## src/rtl/fx2_bus_sched.sv

```systemverilog
`default_nettype none
// ============================================================================
//  Module      : fx2_bus_sched
//  Description : FX2 slave-FIFO bus scheduler. Reads host commands from EP2,
//                streams record bytes into EP6, issues pktend on flush and owns
//                fd direction and bus turnaround. Optional AUTO_PKTEND_EN adds
//                an idle timeout that commits short packets without a flush.
//  Revision    : 1.0 - initial release
// ============================================================================
module fx2_bus_sched #(
    parameter logic [1:0] OUT_ADR      = 2'b00,
    parameter logic [1:0] IN_ADR       = 2'b10,
    parameter int         PKT_SIZE     = 512,
    parameter int         WR_BURST_MAX = 64,
    parameter int         PKTEND_TMO   = 4096
) (
    input  logic       ifclk,
    input  logic       reset,
    input  logic [7:0] fd_in,
    output logic [7:0] fd_out,
    output logic       fd_oe,
    output logic       sloe,
    output logic       slrd,
    output logic       slwr,
    output logic       pktend,
    output logic [1:0] fifoadr,
    input  logic [3:0] flags,
    output logic [7:0] cmd_data,
    output logic       cmd_valid,
    input  logic       cmd_ready,
    input  logic [7:0] in_data,
    input  logic       in_valid,
    output logic       in_ready,
    input  logic       flush,
    output logic       flush_done
);

    localparam int c_BURST_W = $clog2(WR_BURST_MAX + 1);

    typedef enum logic [2:0] {
        S_IDLE     = 3'd0,
        S_RD_SETUP = 3'd1,
        S_RD       = 3'd2,
        S_TURN     = 3'd3,
        S_WR_SETUP = 3'd4,
        S_WR       = 3'd5,
        S_PKTEND   = 3'd6
    } state_t;

    state_t               r_state;
    state_t               w_state_next;
    logic [9:0]           r_pkt_cnt;
    logic [c_BURST_W-1:0] r_burst_cnt;
    logic                 r_flush_pend;
    logic                 r_flush_ext;
    logic                 r_cmd_valid;
    logic [7:0]           r_cmd_data;
    logic                 r_flush_done;

    logic w_ep2_empty;
    logic w_ep6_full;
    logic w_rd_ok;
    logic w_wr_ok;
    logic w_burst_hit;
    logic w_pkt_leave;
    logic w_auto_flush;
    logic w_unused;

    assign w_ep2_empty = flags[0];
    assign w_ep6_full  = flags[1];
    assign w_rd_ok     = !w_ep2_empty && cmd_ready;
    assign w_wr_ok     = in_valid && !w_ep6_full;
    // The current write is the last one of the burst when EP2 is waiting.
    assign w_burst_hit = !w_ep2_empty && (r_burst_cnt >= c_BURST_W'(WR_BURST_MAX - 1));
    assign w_unused    = &{1'b0, flags[3:2]};

    assign in_ready   = slwr;
    assign cmd_valid  = r_cmd_valid;
    assign cmd_data   = r_cmd_data;
    assign flush_done = r_flush_done;

    always_comb begin
        w_state_next = r_state;
        fd_oe        = 1'b0;
        sloe         = 1'b0;
        slrd         = 1'b0;
        slwr         = 1'b0;
        pktend       = 1'b0;
        fd_out       = 8'h00;
        fifoadr      = IN_ADR;
        w_pkt_leave  = 1'b0;
        case (r_state)
            S_IDLE: begin
                if (w_rd_ok)
                    w_state_next = S_RD_SETUP;
                else if (r_flush_pend || in_valid)
                    w_state_next = S_WR_SETUP;
            end
            S_RD_SETUP: begin
                fifoadr      = OUT_ADR;
                sloe         = 1'b1;
                w_state_next = S_RD;
            end
            S_RD: begin
                fifoadr = OUT_ADR;
                sloe    = 1'b1;
                slrd    = w_rd_ok;
                if (!w_rd_ok)
                    w_state_next = S_TURN;
            end
            S_TURN: begin
                fifoadr      = OUT_ADR;
                w_state_next = S_IDLE;
            end
            S_WR_SETUP: begin
                fd_oe        = 1'b1;
                w_state_next = (r_flush_pend && !in_valid) ? S_PKTEND : S_WR;
            end
            S_WR: begin
                fd_oe  = 1'b1;
                slwr   = w_wr_ok;
                fd_out = in_data;
                if (!in_valid || w_ep6_full || w_burst_hit)
                    w_state_next = r_flush_pend ? S_PKTEND : S_IDLE;
            end
            S_PKTEND: begin
                // An empty packet is never committed; a full EP6 holds the commit.
                if (r_pkt_cnt == 10'd0) begin
                    w_pkt_leave = 1'b1;
                end else if (!w_ep6_full) begin
                    pktend      = 1'b1;
                    w_pkt_leave = 1'b1;
                end
                if (w_pkt_leave)
                    w_state_next = S_IDLE;
            end
            default: w_state_next = S_IDLE;
        endcase
    end

    always_ff @(posedge ifclk) begin
        if (reset) begin
            r_state      <= S_IDLE;
            r_pkt_cnt    <= 10'd0;
            r_burst_cnt  <= '0;
            r_flush_pend <= 1'b0;
            r_flush_ext  <= 1'b0;
            r_cmd_valid  <= 1'b0;
            r_cmd_data   <= 8'h00;
            r_flush_done <= 1'b0;
        end else begin
            r_state     <= w_state_next;
            r_cmd_valid <= slrd;
            if (slrd)
                r_cmd_data <= fd_in;

            // FX2 auto-commits a full packet, so the count restarts there.
            if (slwr)
                r_pkt_cnt <= (r_pkt_cnt == 10'(PKT_SIZE - 1)) ? 10'd0 : r_pkt_cnt + 10'd1;

            if (r_state == S_WR_SETUP)
                r_burst_cnt <= '0;
            else if (slwr && (r_burst_cnt != c_BURST_W'(WR_BURST_MAX)))
                r_burst_cnt <= r_burst_cnt + c_BURST_W'(1);

            r_flush_done <= w_pkt_leave && r_flush_ext;
            if (w_pkt_leave) begin
                r_pkt_cnt    <= 10'd0;
                r_flush_pend <= 1'b0;
                r_flush_ext  <= 1'b0;
            end else begin
                if (flush) begin
                    r_flush_pend <= 1'b1;
                    r_flush_ext  <= 1'b1;
                end
                if (w_auto_flush)
                    r_flush_pend <= 1'b1;
            end
        end
    end

`ifdef AUTO_PKTEND_EN
    localparam int c_IDLE_W = $clog2(PKTEND_TMO + 1);
    // Raised three cycles early so that IDLE, WR_SETUP and PKTEND put pktend on the timeout cycle.
    localparam logic [c_IDLE_W-1:0] c_AUTO_FIRE = c_IDLE_W'(PKTEND_TMO - 4);

    logic [c_IDLE_W-1:0] r_idle_cnt;
    logic                w_idle_run;

    assign w_idle_run   = (r_pkt_cnt != 10'd0) && !in_valid && !r_flush_pend;
    assign w_auto_flush = w_idle_run && (r_idle_cnt == c_AUTO_FIRE);

    always_ff @(posedge ifclk) begin
        if (reset || slwr || (r_pkt_cnt == 10'd0))
            r_idle_cnt <= '0;
        else if (w_idle_run)
            r_idle_cnt <= r_idle_cnt + c_IDLE_W'(1);
    end
`else
    localparam int c_unused_tmo = PKTEND_TMO;
    assign w_auto_flush = 1'b0;
`endif

endmodule
`default_nettype wire

```

## config.mk

```make
export PLATFORM = sky130hd
export DESIGN_NAME = fx2_bus_sched
export DESIGN_NICKNAME = d
export VERILOG_FILES = /design/src/rtl/fx2_bus_sched.sv
export SDC_FILE = /design/constraint.sdc
export NUM_CORES = 1
export LEC_CHECK = 0
export CAP_MARGIN = 20
export CORE_ASPECT_RATIO = 2
export CORE_MARGIN = 8
export CORE_UTILIZATION = 40
export CTS_CLUSTER_SIZE = 12
export DETAILED_ROUTE_END_ITERATION = 10
export PLACE_DENSITY_LB_ADDON = 0.3
export SETUP_SLACK_MARGIN = 0.2
export SLEW_MARGIN = 5
export SYNTH_ARGS = -nofsm -noshare
export SYNTH_HDL_FRONTEND = slang
export SYNTH_SLANG_ARGS = --single-unit
```

## constraint.sdc

```tcl
create_clock -name ifclk -period 1.8 [get_ports ifclk]
set_input_delay 0.36 -clock ifclk [delete_from_list [all_inputs] [get_ports ifclk]]
set_output_delay 0.36 -clock ifclk [all_outputs]
set_load 0.01 [all_outputs]
```

== Word-level counts from Yosys, hierarchy flattened ==
Cells that the tools add are included.

* Register bits: 31
* Bits in latches: 0
* Memory bits (writable): 0
* Memory bits (read-only): 0
* Bits of input ports: 25
* Output and inout port bits: 26
* Word-level logic and storage cells: 63
* Memories kept: 0

* Add/subtract/negate cells: 2
* Multipliers: 0
* Divide/modulo/power cells: 0
* Magnitude comparators: 1
* Eq/ne operators: 12
* Shift operators: 0
* Mux-type cells: 21
* Bitwise logic cells: 0
* Reduce and logical (&&, ||, !) cells: 20

{| class="wikitable"
|+ Operator list
! kind !! count
|-
| 2-to-1 mux 3 bit || 6
|-
| case mux 3 bit (6 select lines) || 1
|-
| adder 10 x 1 -> 10 bit, second input constant || 1
|-
| equality test 10 x 9 -> 1 bit, second input constant || 1
|-
| logical NOT 10 bit || 1
|-
| 2-to-1 mux 1 bit || 10
|-
| 2-to-1 mux 10 bit || 1
|-
| equality test 3 bit, second input constant || 3
|-
| 2-to-1 mux 8 bit || 1
|-
| OR reduction 2 bit || 4
|-
| adder 7 x 1 -> 7 bit, second input constant || 1
|-
| >= comparator 7 x 6 -> 1 bit, second input constant || 1
|-
| inequality test 7 bit, second input constant || 1
|-
| equality test 3 x 2 -> 1 bit, second input constant || 2
|-
| logical AND 1 bit || 6
|-
| inequality test 2 bit, second input constant || 3
|-
| 2-to-1 mux 2 bit || 2
|-
| AND reduction 4 bit || 1
|-
| equality test 3 x 1 -> 1 bit, second input constant || 1
|-
| logical NOT 1 bit || 3
|-
| logical NOT 3 bit || 1
|-
| logical OR 1 bit || 3
|-
| inequality test 3 bit, second input constant || 1
|-
| OR reduction 3 bit || 1
|}

== Depth between registers and ports, before layout ==
Gate-level depths: netlist of run 1.

* Depth in word-level cells: 5
* Gate-level depth with buffers: 7
* Gate-level depth less buffers: 7

== Least setup slack after synthesis of run 1 ==
Ideal clock, no wire load.

* Path type: flip-flop to flip-flop
* From: reg r_pkt_cnt[0]
* To: reg r_state[1]
* Setup time: 0.132 ns
* Data arrival time: 1.841 ns
* Data required time: 1.668 ns
* Slack: -0.172 ns
* Cell stages (with the launch flop): 8
* Path buffers: 0
* Clock period less this slack: 1.972 ns
* Path through: dfxtp_1 -> inv_1 -> ha_1 -> or4b_4 -> o41ai_4 -> o22ai_2 -> a2111oi_4 -> nor3_1

* Cells in the longest elaborated chain, start to end: 5

{| class="wikitable"
|+ Ends and longest elaborated chain
! element !! RTL line !! source
|-
| start: declaration || 52 || <nowiki>logic [9:0] r_pkt_cnt;</nowiki>
|-
| start signal: assignment || 159 || <nowiki>r_pkt_cnt <= (r_pkt_cnt == 10'(PKT_SIZE - 1)) ? 10'd0 : r_pkt_cnt + 10'd1;</nowiki>
|-
| logical NOT 10 bit || 128 || <nowiki>if (r_pkt_cnt == 10'd0) begin</nowiki>
|-
| 2-to-1 mux 1 bit || 128 ||
|-
| 2-to-1 mux 1 bit || 92 || <nowiki>case (r_state)</nowiki>
|-
| inequality test 2 bit (no source line) || - ||
|-
| AND reduction 4 bit (no source line) || - ||
|-
| end signal: assignment || 152 || <nowiki>r_state <= w_state_next;</nowiki>
|-
| end: declaration || 50 || <nowiki>state_t r_state;</nowiki>
|}

No other way between the ends. The select of a mux whose other input is x is not followed.
A chain may end at the register's enable or synchronous reset.

== Worst setup path in the final report of run 1 ==
* From: reg r_pkt_cnt[0]
* To: reg r_pkt_cnt[7]

* Cells in the longest elaborated chain, start to end: 5
* Elaborated cells on any way between the ends: 8
* Classes of those cells: add/sub (1); eq/ne (1); mux (4); reduce/logical (2)

{| class="wikitable"
|+ Ends and longest elaborated chain
! element
|-
| branches (longest 5 deep; another with adder 10 x 1 -> 10 bit)
|}

Several ways; the timed one is not identified. The select of a mux whose other input is x is not followed.

==> metrics.md, run 1 <==
| Metric | Value |
|---|---|
| Status | `finished, violations left` |
| Violated checks | `setup timing` |
| WL final | `4750 um` |
| Reg2reg path depth | `8` |
| Worst VDD drop | `0.707 mV` |
| Final #Nets | `306` |
| Post-synth top area cell | `dfxtp_1` |
| GPL Wtd Cong | `0.857` |
| Non-filler cells, final | `329` |
| Crit Reg-Reg Endpoint | `r_pkt_cnt[7]` |
| Arrival @ worst endpoint | `2280 ps` |
| Reg2reg start | `r_pkt_cnt[0]` |
| Io pins | `51` |
| Max Freq | `477 MHz` |
| Final Hold Viols | `0` |
| Data required, critical path | `1980 ps` |
| Synth area leaders | `dfxtp_1 38%, nor2_1 6.7%, mux2i_1 5.6%, xnor2_1 5.4%, and3_1 3.1%` |
| Crit Path Max Fanout | `5` |
| Clk_lat worst skew | `290 ps` |
| Avg Cell Area, Syn | `8.63 sq um` |
| Cell Area, Placed | `0.00241 sq mm` |
| Largest stage delay, worst path | `480 ps` |
| CTS clk-pin slew, worst paths | `60 ps` |
| Commonest cells after routing, fill and taps aside | `35 x buf_4, 28 x nor2_1, 28 x clkdlybuf4s50_1, 25 x dfxtp_1, 21 x buf_6` |
| Hold_sp | `cmd_data[1]` |
| Antenna viol nets, final | `0` |
| Root Buffer | `clkbuf_8` |
| Setup crit end kind | `flop` |
| Synth Register Bits | `31` |
| Layout area overhead | `71.5%` |
| Tmin final | `2090 ps` |
| CTS tree | `yes` |
| Busiest metal layer after global routing | `met2` |
| Worst hold stages | `2` |
| I/O Buffers | `47` |
| Crit Path Class | `reg2reg` |
| WHS Endpoint | `cmd_data[1]` |
| Chip Height | `106 um` |
| Post-synthesis sequential area ratio | `38.4%` |
| Die area | `0.00645 sq mm` |
| Post-Place Worst Slack | `-474 ps` |
| Power per standard cell area | `847 mW/mm^2` |
| Antenna violations before repair | `0` |
| Max Cap Violations | `0` |
| # DRC | `0` |
| Final period util | `116%` |
| Type of origin of the critical path | `flop` |
| Cells after synthesis | `187` |
| Worst-case clock skew | `6.95 ps` |
| GR Util All Layers | `15.6%` |
| Die X | `60.9 um` |
| Met2 usage | `28.2%` |
| Antenna diodes | `0` |
| Ys async rst share | `0%` |
| CTS Buf Count | `5` |
| Max-slew violation count | `0` |
| Met1 Track Usage GR | `14.6%` |
| Yosys Warn Count | `0` |
| Router iterations before antenna repair | `4` |
| Core area | `0.00388 sq mm` |
| FF-to-FF setup slack | `-290 ps` |
| Main flop type after synthesis | `dfxtp_1` |
| HP Class | `reg2reg` |
| Final instance area | `0.00277 sq mm` |
| Grt ovf | `0` |
| Final worst setup slack | `-294 ps` |
| Crit-path cells | `inv_2, ha_1, or4b_4, buf_6, o41ai_4, a41o_2, o21bai_4, nor2_1` |
| Setup violators final | `15` |
| Maximum buffer depth of the clock tree | `2` |
| Wirelength per Cell | `14.4 um` |
| First-pass GRT wire length | `7710 um` |
| Cell row count | `32` |
| Via count | `1640` |
| # placed instances | `310` |
| RSZ-0062 raised after global routing | `yes` |
| Clock sinks | `31` |
| Vias per inst | `4.98` |
| Largest net degree at the start of global routing | `16` |
| Vias in the first global route | `1740` |
| Initial core utilization | `41.6%` |
| Syn Std Cell Area | `0.00161 sq mm` |
| H-tree depth | `2` |
| Met3 Use GR | `4.51%` |
| Slowest stage cell on the critical path | `or4b_4` |
| Yosys cell types | `42` |
| Layout cells sized above 1 | `40.6%` |
| Top cell type's share of synthesized area | `38.4%` |
| Most common cell after layout, fill and taps aside | `buf_4` |
| Hpwl dp | `3460 um` |
| 1st-iter DRT viols | `27` |
| Syn Nets | `216` |
| Number of synthesized flops with an enable pin | `0` |
| Pleak | `1.11 nW` |
-- power by group --
part           switching, W  total, W  internal [W]
Clock              0.000255  0.000526      0.000271
Combinational      0.000460   0.00103      0.000566
Sequential        0.0000515  0.000794      0.000742
Total              0.000766   0.00235       0.00158
-- per-stage QoR --
stage / TNS, ps / power (W) / hold slack, ps / utilization (%)
floorplan: -23.3 / 0.00122 / 439 / -
global placement: -7260 / 0.00161 / 474 / 62.0
detailed placement: -7960 / 0.00163 / 486 / 62.0
CTS: -2620 / 0.00228 / 499 / 68.8
global route: -4590 / 0.00247 / 533 / 71.3
finish: -3350 / 0.00235 / 498 / 71.3
-- critical path: cells and delay by family (launching register included) --
family / cells / cell delay (ps)
AO/OA/AOI/OAI: 3 / 800
adder cells (fa/ha/maj): 1 / 130
buffers and inverters: 2 / 190
flip-flops: 1 / 330
AND/OR/NAND/NOR: 2 / 550
-- Yosys cell counts (3+ instances only) --
master,n
buf_2,4
clkbuf_1,4
nor4_1,3
and3_1,8
nor3_1,10
o21a_1,3
ha_1,4
nand2_1,8
xor2_1,5
xnor2_1,10
nor2_1,29
nand3_1,9
a21oi_1,6
inv_1,11
mux2i_1,9
nand4_1,3
dfxtp_1,31
-- what timing repair did --
action	4_1_cts	5_1_grt
pin swaps	17	6
endpoints found under the setup margin	45	34
setup buffers	7	4
resized for setup	111	18
hold buffers	0	0
-- final cells by class --
class	count	area (sq um)
fillers	302	1120
multi-input cells	134	1100
repair buffers	93	847
flip-flops and latches	31	631
clock buffers	7	76.3
well taps	51	63.8
inverters	12	46.3
clock inverters	1	5.00
-- kinds of logic after synthesis --
kind of cell	count (synthesis)	synth area share, %
buffers and inverters	22	5.89
XOR/XNOR	15	8.14
other	1	0.232
flip-flops	31	38.4
multiplexers	9	5.58
adder cells (fa/ha/maj)	4	3.10
AND/OR/NAND/NOR	84	26.7
AO/OA/AOI/OAI	21	11.9
-- state kept, by name, indices dropped and copies added, names as in the netlist --
name / flops
r_burst_cnt: 7
flush_done: 1
r_state: 3
r_flush_ext: 1
r_pkt_cnt: 10
cmd_valid: 1
cmd_data: 8
-- metal layers --
layer / vias up / part of all wire, %
met2: 38 / 59
li1: 819 / -
met1: 774 / 34
met3: 9 / 3.7
met4: 0 / 2.7
met5: - / 0
-- how the worst max path moves through the flow --
stage                       from      endpoint  slack, ps
CTS                 r_pkt_cnt[0]  r_pkt_cnt[5]       -220
detailed placement     cmd_ready          slrd       -470
global route        r_pkt_cnt[0]  r_pkt_cnt[7]       -370
global placement        in_valid      in_ready       -450
floorplan           r_pkt_cnt[0]  r_pkt_cnt[3]         -5
finish              r_pkt_cnt[0]  r_pkt_cnt[7]       -290
Power figures use the tool's default switching activity.
==> run 2, diff against run 1 <==
--- a/config.mk
+++ b/config.mk
@@ -11,6 +11,7 @@
 export CORE_UTILIZATION = 40
 export CTS_CLUSTER_SIZE = 12
 export DETAILED_ROUTE_END_ITERATION = 10
+export HOLD_SLACK_MARGIN = 0.02
 export PLACE_DENSITY_LB_ADDON = 0.3
 export SETUP_SLACK_MARGIN = 0.2
 export SLEW_MARGIN = 5
==> results of run 2 <==
The final DEF is identical to that of run 1; final timing and power are the same.
==> run 3, diff against run 2 <==
==> constraint.sdc (replaced) <==
create_clock -name ifclk -period 1.8 [get_ports ifclk]
set_input_delay 0.36 -clock ifclk [delete_from_list [all_inputs] [get_ports ifclk]]
set_output_delay 0.36 -clock ifclk [all_outputs]
set_load 0.02 [all_outputs]
==> metrics.md, run 3 (synthesized netlist as in run 1, its figures left out) <==
| Metric | Value |
|---|---|
| GR Util All Layers | `15.4%` |
| Max Freq | `492 MHz` |
| Clock power share | `22.6%` |
| First-pass GRT wire length | `7640 um` |
| Min Hold Slack | `493 ps` |
| # DRC | `0` |
| HP Class | `reg2reg` |
| Hold_buf cts | `0` |
| Router iterations before antenna repair | `5` |
| Cell Area, Placed | `0.00247 sq mm` |
| Sequential cell area | `631 sq um` |
| Pleak | `1.21 nW` |
| Comb power frac | `44.2%` |
| Io pins | `51` |
| Power per standard cell area | `861 mW/mm^2` |
| Multi-input gate area | `0.00108 sq mm` |
| GPL Wtd Cong | `0.817` |
| Vias per inst | `5.10` |
| Antenna viol nets, final | `0` |
| Reg2reg path depth | `8` |
| Final Hold Viols | `0` |
| Type of origin of the critical path | `flop` |
| Initial core utilization | `41.6%` |
| Final #Nets | `307` |
| Layout area overhead | `71.8%` |
| Fin Setup TNS | `-2480 ps` |
| Core area | `0.00388 sq mm` |
| I/O Buffers | `47` |
| Clk_lat worst skew | `290 ps` |
| CTS clk-pin slew, worst paths | `70 ps` |
| Crit Reg-Reg Endpoint | `r_pkt_cnt[5]` |
| Antenna diodes | `0` |
| Die area | `0.00645 sq mm` |
| Final worst setup slack | `-234 ps` |
| CP Launch Point | `r_pkt_cnt[0]` |
| Most common cell after layout, fill and taps aside | `buf_4` |
| RSZ-0062 raised after global routing | `yes` |
| CTS tree | `yes` |
| Sequential Power Share | `33.2%` |
| Data required, critical path | `1960 ps` |
| Crit Path Max Fanout | `5` |
| Pint | `0.00156 W` |
| Grt ovf | `0` |
| WL final | `4890 um` |
| Final instance area | `0.00277 sq mm` |
| Worst-case clock skew | `13.4 ps` |
| Commonest cells after routing, fill and taps aside | `38 x buf_4, 26 x nor2_1, 25 x dfxtp_1, 20 x clkdlybuf4s50_1, 19 x buf_6` |
| Max FFs per register | `10` |
| Setup violators final | `15` |
| Final period util | `113%` |
| Setup crit end kind | `flop` |
| Antenna violations before repair | `0` |
| P_sw | `0.000829 W` |
| Top reg by flops | `r_pkt_cnt` |
| Cell row count | `32` |
| Largest net degree at the start of global routing | `12` |
| Critical path endpoint | `r_pkt_cnt[5]` |
| FF-to-FF setup slack | `-230 ps` |
| Max-slew violation count | `0` |
| Via count | `1683` |
| Layout cells sized above 1 | `41.2%` |
| Clock sinks | `31` |
| Crit Path Class | `reg2reg` |
| # placed instances | `318` |
| 1st-iter DRT viols | `41` |
| Wirelength per Cell | `14.8 um` |
| Status | `finished, violations left` |
| Chip Height | `106 um` |
| Root Buffer | `clkbuf_8` |
| Max Cap Violations | `0` |
| CTS Buf Count | `5` |
| Fill cells | `306` |
| Switching Fraction | `34.7%` |
| Arrival @ worst endpoint | `2200 ps` |
| Maximum buffer depth of the clock tree | `2` |
| Violated checks | `setup timing` |
| Die X | `60.9 um` |
| Vias in the first global route | `1707` |
| Reg2reg start | `r_pkt_cnt[0]` |
| Hpwl dp | `3620 um` |
| H-tree depth | `2` |
| Non-filler cells, final | `330` |
| Tmin final | `2030 ps` |
| Total power | `0.00239 W` |
| Worst VDD drop | `0.827 mV` |
==> run 3: cell types whose count changed in the layout (fill, tap and decap cells not counted), moves of 2 or more <==
cell / change
dlymetal6s2s_1: +6
nor2_1: -2
clkdlybuf4s15_1: +2
buf_4: +3
buf_6: -2
clkdlybuf4s50_1: -8
==> run 3: worst min path at each step <==
stage,to,from,slack (ps),cells after the start
global route,cmd_data[7],cmd_data[7],520,2
CTS,cmd_data[7],cmd_data[7],500,2
floorplan,flush_done,reset,440,1
finish,cmd_data[7],cmd_data[7],490,2
global placement,cmd_data[6],cmd_data[6],470,2
detailed placement,cmd_data[2],cmd_data[2],490,2
==> run 3: final cells by class <==
class,count,area share [%]
clock buffer,6,2.62
timing repair buffer,94,31.2
sequential,31,22.7
clock inverter,2,0.451
tap,51,2.30
multi-input combinational,134,39.0
inverter,12,1.67
==> run 3: metrics by stage <==
stage               worst slack, ps  utilization [%]
floorplan                     -4.67                -
global placement               -503             63.5
detailed placement             -501             63.5
CTS                            -212             67.0
global route                   -330             71.4
finish                         -234             71.4
==> run 3: critical path, cell delays in order, from the launching register on <==
cell,delay (ps)
dfxtp_2,320
inv_2,50
ha_1,120
or4b_4,480
buf_6,140
o41ai_4,280
a41o_2,300
o21bai_4,170
nor2_1,60
==> run 3: per-layer routing <==
metal | vias to the layer above | track usage [%] | share of wire [%]
li1 | 827 | - | -
met1 | 798 | 13.6 | 33
met2 | 39 | 29.3 | 60
met3 | 19 | 4.26 | 4.3
met4 | 0 | 7.06 | 2.8
met5 | - | 0 | 0
==> run 3: power groups by stage <==
stage	registers (W)	clock network [W]	logic, W
floorplan	0.000779	0	0.000501
global placement	0.000781	0	0.000940
detailed placement	0.000782	0	0.000954
CTS	0.000772	0.000547	0.000960
global route	0.000796	0.000587	0.00113
finish	0.000792	0.000540	0.00106
==> run 3: repair_timing <==
item,4_1_cts,5_1_grt
setup endpoints to repair,47,39
pin swaps,9,11
buffers inserted,2,1
gates resized for setup,99,50
cloned,0,1
